File: src/rtl/sc_statemachine_entryfrogger.sv
// Entry-row controller for the frogger game: opens a left/right gap on button
// presses, clears the row while a frog arrives, and times each interval.
module sc_statemachine_entryfrogger #(
  parameter int unsigned SC_STATEMACHINE_ENTRYFROGGER_COUNTWIDTH = 24,
  parameter logic [SC_STATEMACHINE_ENTRYFROGGER_COUNTWIDTH-1:0] OPEN_TICKS  = 24'd5000000,
  parameter logic [SC_STATEMACHINE_ENTRYFROGGER_COUNTWIDTH-1:0] CLEAR_TICKS = 24'd10000000
) (
  input  logic       SC_STATEMACHINE_ENTRYFROGGER_CLOCK_50,
  input  logic       SC_STATEMACHINE_ENTRYFROGGER_RESET_InHigh,
  input  logic       SC_STATEMACHINE_ENTRYFROGGER_start_In,
  input  logic       SC_STATEMACHINE_ENTRYFROGGER_left_In,
  input  logic       SC_STATEMACHINE_ENTRYFROGGER_right_In,
  input  logic       SC_STATEMACHINE_ENTRYFROGGER_arrive_In,
  output logic [1:0] SC_STATEMACHINE_ENTRYFROGGER_loadEntry_OutBUS,
  output logic       SC_STATEMACHINE_ENTRYFROGGER_cleared_Out,
  output logic [2:0] SC_STATEMACHINE_ENTRYFROGGER_state_OutBUS
);

  localparam int unsigned W = SC_STATEMACHINE_ENTRYFROGGER_COUNTWIDTH;
  localparam logic [W-1:0] OPEN_LAST  = OPEN_TICKS - 1'b1;
  localparam logic [W-1:0] CLEAR_LAST = CLEAR_TICKS - 1'b1;

  typedef enum logic [2:0] {
    ST_IDLE  = 3'b000,
    ST_NONE  = 3'b001,
    ST_LEFT  = 3'b010,
    ST_RIGHT = 3'b011,
    ST_CLEAR = 3'b100
  } state_t;

  state_t       state;
  logic [W-1:0] timer;
  logic         leftPrev;
  logic         rightPrev;
  logic         leftRise;
  logic         rightRise;

  assign leftRise  = SC_STATEMACHINE_ENTRYFROGGER_left_In  & ~leftPrev;
  assign rightRise = SC_STATEMACHINE_ENTRYFROGGER_right_In & ~rightPrev;

  always_ff @(posedge SC_STATEMACHINE_ENTRYFROGGER_CLOCK_50) begin
    if (SC_STATEMACHINE_ENTRYFROGGER_RESET_InHigh) begin
      state     <= ST_IDLE;
      timer     <= '0;
      leftPrev  <= 1'b0;
      rightPrev <= 1'b0;
    end else begin
      leftPrev  <= SC_STATEMACHINE_ENTRYFROGGER_left_In;
      rightPrev <= SC_STATEMACHINE_ENTRYFROGGER_right_In;
      case (state)
        ST_IDLE: begin
          timer <= '0;
          if (SC_STATEMACHINE_ENTRYFROGGER_start_In) state <= ST_NONE;
        end
        ST_NONE: begin
          timer <= '0;
          if (SC_STATEMACHINE_ENTRYFROGGER_arrive_In) state <= ST_CLEAR;
          else if (leftRise && !rightRise)            state <= ST_LEFT;
          else if (rightRise && !leftRise)            state <= ST_RIGHT;
        end
        ST_LEFT, ST_RIGHT: begin
          // Any button rise restarts the gap; simultaneous rises cancel it.
          if (SC_STATEMACHINE_ENTRYFROGGER_arrive_In) begin
            state <= ST_CLEAR;
            timer <= '0;
          end else if (leftRise && rightRise) begin
            state <= ST_NONE;
            timer <= '0;
          end else if (leftRise) begin
            state <= ST_LEFT;
            timer <= '0;
          end else if (rightRise) begin
            state <= ST_RIGHT;
            timer <= '0;
          end else if (timer == OPEN_LAST) begin
            state <= ST_NONE;
            timer <= '0;
          end else begin
            timer <= timer + 1'b1;
          end
        end
        ST_CLEAR: begin
          if (timer == CLEAR_LAST) begin
            state <= ST_NONE;
            timer <= '0;
          end else begin
            timer <= timer + 1'b1;
          end
        end
        default: begin
          state <= ST_IDLE;
          timer <= '0;
        end
      endcase
    end
  end

  always_comb begin
    SC_STATEMACHINE_ENTRYFROGGER_loadEntry_OutBUS = 2'b11;
    SC_STATEMACHINE_ENTRYFROGGER_cleared_Out      = 1'b0;
    SC_STATEMACHINE_ENTRYFROGGER_state_OutBUS     = state;
    case (state)
      ST_IDLE:  SC_STATEMACHINE_ENTRYFROGGER_loadEntry_OutBUS = 2'b11;
      ST_NONE:  SC_STATEMACHINE_ENTRYFROGGER_loadEntry_OutBUS = 2'b00;
      ST_LEFT:  SC_STATEMACHINE_ENTRYFROGGER_loadEntry_OutBUS = 2'b10;
      ST_RIGHT: SC_STATEMACHINE_ENTRYFROGGER_loadEntry_OutBUS = 2'b01;
      ST_CLEAR: begin
        SC_STATEMACHINE_ENTRYFROGGER_loadEntry_OutBUS = 2'b11;
        SC_STATEMACHINE_ENTRYFROGGER_cleared_Out      = (timer == CLEAR_LAST);
      end
      default:  SC_STATEMACHINE_ENTRYFROGGER_loadEntry_OutBUS = 2'b11;
    endcase
  end

endmodule

File: config.mk
export PLATFORM = sky130hd
export DESIGN_NAME = sc_statemachine_entryfrogger
export DESIGN_NICKNAME = d
export VERILOG_FILES = /design/src/rtl/sc_statemachine_entryfrogger.sv
export SDC_FILE = /design/constraint.sdc
export NUM_CORES = 1
export LEC_CHECK = 0
export CAP_MARGIN = 20
export CORE_MARGIN = 3
export CORE_UTILIZATION = 56
export DETAILED_ROUTE_END_ITERATION = 12
export GPL_TIMING_DRIVEN = 1
export PLACE_DENSITY = 0.77
export SYNTH_ARGS = -nofsm -noshare
export SYNTH_HDL_FRONTEND = slang
export SYNTH_SLANG_ARGS = --single-unit
File: constraint.sdc
create_clock -name SC_STATEMACHINE_ENTRYFROGGER_CLOCK_50 -period 1.95 [get_ports SC_STATEMACHINE_ENTRYFROGGER_CLOCK_50]
set_input_delay 0.39 -clock SC_STATEMACHINE_ENTRYFROGGER_CLOCK_50 [delete_from_list [all_inputs] [get_ports SC_STATEMACHINE_ENTRYFROGGER_CLOCK_50]]
set_output_delay 0.39 -clock SC_STATEMACHINE_ENTRYFROGGER_CLOCK_50 [all_outputs]
set_load 0.1 [all_outputs]
# Word-level counts from Yosys, hierarchy flattened
# Cells that the tools add are included.
# op_classes
addsub	1
n_eq_ne	10
n_mux	20
n_bitwise	4
n_reduce_logical	8
# ops
cell	count
24-bit two-way mux	6
24-bit case mux with 2 select lines	1
3-bit two-way mux	10
24-bit by 1-bit adder with 24-bit output (second input constant)	1
24-bit by 23-bit equality test with 1-bit output (second input constant)	1
24-bit equality test (second input constant)	1
3-bit case mux with 4 select lines	1
3-bit by 2-bit equality test with 1-bit output (second input constant)	2
6-bit != test (second input constant)	1
2-bit case mux with 3 select lines	1
2-bit != test (second input constant)	2
4-bit != test (second input constant)	1
4-bit AND reduction	1
3-bit by 1-bit equality test with 1-bit output (second input constant)	1
3-bit equality test (second input constant)	1
1-bit logical AND	3
3-bit logical NOT	1
1-bit AND	2
1-bit logical NOT	2
1-bit inverter	2
2-bit OR reduction	1
1-bit two-way mux	1
# word_totals
regBits	29
inputBits	6
output_inout_bits	6

# Depth between registers and ports, before layout
# depth
depth_word	8
mapped_depth	7
depth_no_buf	7

# Worst setup path before layout
# No wires, ideal clock.
# synth_path
path_type	register to output
from	register state[2], in the netlist SC_STATEMACHINE_ENTRYFROGGER_state_OutBUS[2]
to	output SC_STATEMACHINE_ENTRYFROGGER_cleared_Out
arrival_time_ns	2.605
t_required_ns	1.560
path_slack_ns	-1.045
stages_incl_launch_ff	3
path_cell_list	dfxtp_1 nand2_1 nor2_1
# synth_via
elab_chain_cells	2
# synth_lines
element	line	rtl
from (decl)	31	state_t state;
from (signal assigned)	43	state <= ST_IDLE;
from (signal assigned)	53	if (SC_STATEMACHINE_ENTRYFROGGER_start_In) state <= ST_NONE;
from (signal assigned)	57	if (SC_STATEMACHINE_ENTRYFROGGER_arrive_In) state <= ST_CLEAR;
3-bit equality test	102	case (state)
1-bit two-way mux	102	
to (decl)	15	output logic SC_STATEMACHINE_ENTRYFROGGER_cleared_Out,
# No other way between the ends.

# Worst setup path in the final report
# layout_path
from	register timer[14]
to	output SC_STATEMACHINE_ENTRYFROGGER_cleared_Out
# layout_via
elab_chain_cells	2
# layout_lines
element	line	rtl
from (decl)	32	logic [W-1:0] timer;
from (signal assigned)	79	timer <= timer + 1'b1;
from (signal assigned)	87	timer <= timer + 1'b1;
24-bit equality test	109	SC_STATEMACHINE_ENTRYFROGGER_cleared_Out = (timer == CLEAR_LAST);
1-bit two-way mux	102	
# No other way between the ends.

==> run_results.csv <==
group,metric,value,unit
worst_setup_path,cp_data_arrival_time,1.80,ns
placement,gp_routability_congestion,0.877,
layout,nNetsFinal,203,
synth,synth-edff-count,0,
worst_setup_path,crit_family,"simple AND/OR/NAND/NOR gates",
synth,yosys_warnings,0,
placement,io_buffers,11,
sta,relSlewSlack,67.7,%
layout,area_delta_synth_final,26.0,%
die,rows,17,
layout,final-instance-count-excl-fill,222,
grt,grt_pass1_vias,1141,
sta,whs,0.552,ns
clock_tree,cts_buffers,5,
synth,synth-seq-area-share,39.5,%
run,drv_cap,0,
detailed_routing,antenna_left,0,
pwr,leakage,0.647,nW
worst_setup_path,cp_slowest_cell,"or4_1",
clock_tree,clock_latency,0.33,ns
min_path,hp-class,"reg2reg",
sta,maxSlewViolCount,0,
synth,synthCells,167,
grt,antenna_found_initial,0,
detailed_routing,vias_per_cell,5.78,
pwr,peakVddDrop,576,uV
pwr,p_per_area,735,nW/um^2
worst_setup_path,path_buf_inv,1,
detailed_routing,drt_iter0_markers,37,
clock_tree,clk_pin_slew_worst_paths,0.10,ns
synth,avgSynthCellArea,8.80,sq um
sta,tightestPinTransition,0.481,ns
worst_setup_path,crit_required,1.56,ns
clock_tree,cts_hold_buf,0,
sta,period_share,112,%
worst_setup_path,path_max_fanout,5,
sta,worst_slack,-0.236,ns
synth,async_flop_share,0,%
worst_setup_path,crit_type,"reg2out",
clock_tree,cts_tree,"done",
worst_setup_path,startpoint_type,"flip-flop",
worst_setup_path,end_kind,"output port",
die,initial_core_util,62.8,%
sta,period_minus_slack,2.19,ns
sta,grt_setup_unrepaired,"yes",
synth,synth_cell_types,35,
die,coreArea,2340,sq um
synth,syn_nets,177,
detailed_routing,drt-total-wl,3.22,mm
synth,synth_compound_area_share,6.56,%
run_status,status,"finished with violations",
detailed_routing,num_vias,1284,
sta,hold_viol,0,
synth,synthSimpleGateAreaFrac,32.8,%
layout,drive_above_1_share,25.8,%
worst_setup_path,max_stage_delay,0.51,ns
detailed_routing,drc_errors,0,
grt,grt_overflow,0,
die,dieArea,3270,sq um
detailed_routing,first_pass_iters,4,
layout,fill_cells,165,
synth,yosys.area_share.xor_xnor,13.7,%
clock_tree,htreeDepth,2,
layout,n_antenna_cell,0,
synth,yosys_register_bits,29,
synth,yosys.area_share.adder,3.41,%
grt,grt_max_degree,24,
synth,synthMuxAreaShare,0.681,%
clock_tree,clk_path_buf_depth,2,
run_status,violations,"negative setup slack",
placement,dp_cells,212,
die,die_y,57.2,microns
detailed_routing,wl_per_cell,14.5,microns
sta,fin_skew,0.00817,ns
synth,synth_top_family_by_area,"simple AND/OR/NAND/NOR gates",
synth,synth_ff_type,"dfxtp_1",
grt,grt_use_total,20.1,%
die,pin_count,12,
placement,hpwl,2.15,mm
clock_tree,cts_sinks,29,
synth,synth_area,1470,sq um
layout,post-route-util,79.1,%
sta,setup_violations,1,
clock_tree,cts-root-buf,"clkbuf_4",
die,die_w,57.2,microns
grt,grt_pass1_wl,5.04,mm
sta,fmaxAchievable,457,MHz
worst_setup_path,path_cells,"or4_1, nor3_2, nand3_2, nor2_4, buf_12",
where the power goes:
part	leakage, nW	switching [mW]	internal [mW]	total, mW
sequential	0.237	0.0143	0.601	0.616
combinational	0.365	0.142	0.0823	0.225
clock	0.0455	0.215	0.306	0.521
logic make-up after synthesis:
family,Yosys count
flip-flops,29
AND/OR/NAND/NOR,89
multiplexers,1
AO/OA/AOI/OAI,12
XOR/XNOR,23
buffers and inverters,9
adder cells (fa/ha/maj),4
sequential cells by signal, summed over array words and instances, names as in the netlist:
name,flops
leftPrev,1
timer,24
rightPrev,1
SC_STATEMACHINE_ENTRYFROGGER_state_OutBUS,3
timing repair:
| item | 4_1_cts | 5_1_grt |
|---|---|---|
| buffers inserted | 0 | 1 |
| pin swaps | 0 | 3 |
| resized for setup | 2 | 8 |
| endpoints found under the setup margin | 1 | 15 |
| gates cloned | 0 | 1 |
layout by cell type, fill, tap and decap left out, drive strengths merged, types with 4 or more instances in the layout:
master,synthesis,final
ha,4,4
nor3,5,5
nand3,10,10
inv,4,4
nand2b,6,6
buf,2,18
clkbuf,3,7
xnor2,5,5
xor2,18,18
dfxtp,29,29
nor2,30,30
nand2,12,12
clkdlybuf4s50,0,5
nand4,8,8
stage by stage:
step	setup WS [ns]	power, mW	instance area, sq um	TNS [ns]
floorplan	-0.0614	0.771	1490	-0.0614
global route	-0.311	1.41	1850	-0.311
detailed placement	-0.295	0.846	1710	-4.28
CTS	-0.262	1.36	1810	-0.262
global placement	-0.143	0.841	1710	-1.84
finish	-0.236	1.36	1850	-0.236
final cells by class:
cell class                 instances  area (sq um)  share of cell area, %
clock buffer                       7          55.1                   2.97
clock inverter                     1          30.0                   1.62
inverter                           4          15.0                  0.811
multi-input combinational        130           892                   48.2
sequential                        29           588                   31.8
tap                               28          35.0                   1.89
timing repair buffer              23           235                   12.7
worst register-to-register path: stages, from the launching register on:
cell     delay [ns]
dfxtp_2        0.35
or4_4          0.51
nor2_2         0.18
buf_4          0.14
a31o_2         0.22
o22a_4         0.25
nor2_1         0.08
path summary, 6_finish.rpt:
check                  from                                        to  slack (ns)  depth (start not counted)
setup / recovery  timer[14]  SC_STATEMACHINE_ENTRYFROGGER_cleared_Out       -0.24                          5
hold / removal    timer[20]                                 timer[20]        0.55                          2
setup reg to reg  timer[21]                                 timer[11]        0.12                          6
hold reg to reg   timer[20]                                 timer[20]        0.55                          2
metal layers:
metal	up-vias	part of all wire [%]	GRT usage, %
met5	-	0	0
met4	0	2.2	9.27
met3	8	5.6	8.37
met2	40	48	30.7
met1	605	44	24.5
li1	631	-	-
synth_stat cells (all sizes together) (2+ instances only):
cell / count / area (sq um)
nor2: 30 / 115
a21oi: 3 / 15.0
nand4: 8 / 50.1
nand3: 10 / 50.1
and3: 3 / 18.8
a31o: 3 / 26.3
xnor2: 5 / 43.8
nand2b: 6 / 37.5
ha: 4 / 50.1
nor2b: 3 / 18.8
xor2: 18 / 158
or3b: 2 / 17.5
clkbuf: 3 / 11.3
or4: 2 / 15.0
dfxtp: 29 / 581
buf: 2 / 22.5
inv: 4 / 15.0
nor4: 3 / 40.0
nor3: 5 / 30.0
nand2: 12 / 45.0
nand4bb: 2 / 22.5
Power figures use the tool's default switching activity.
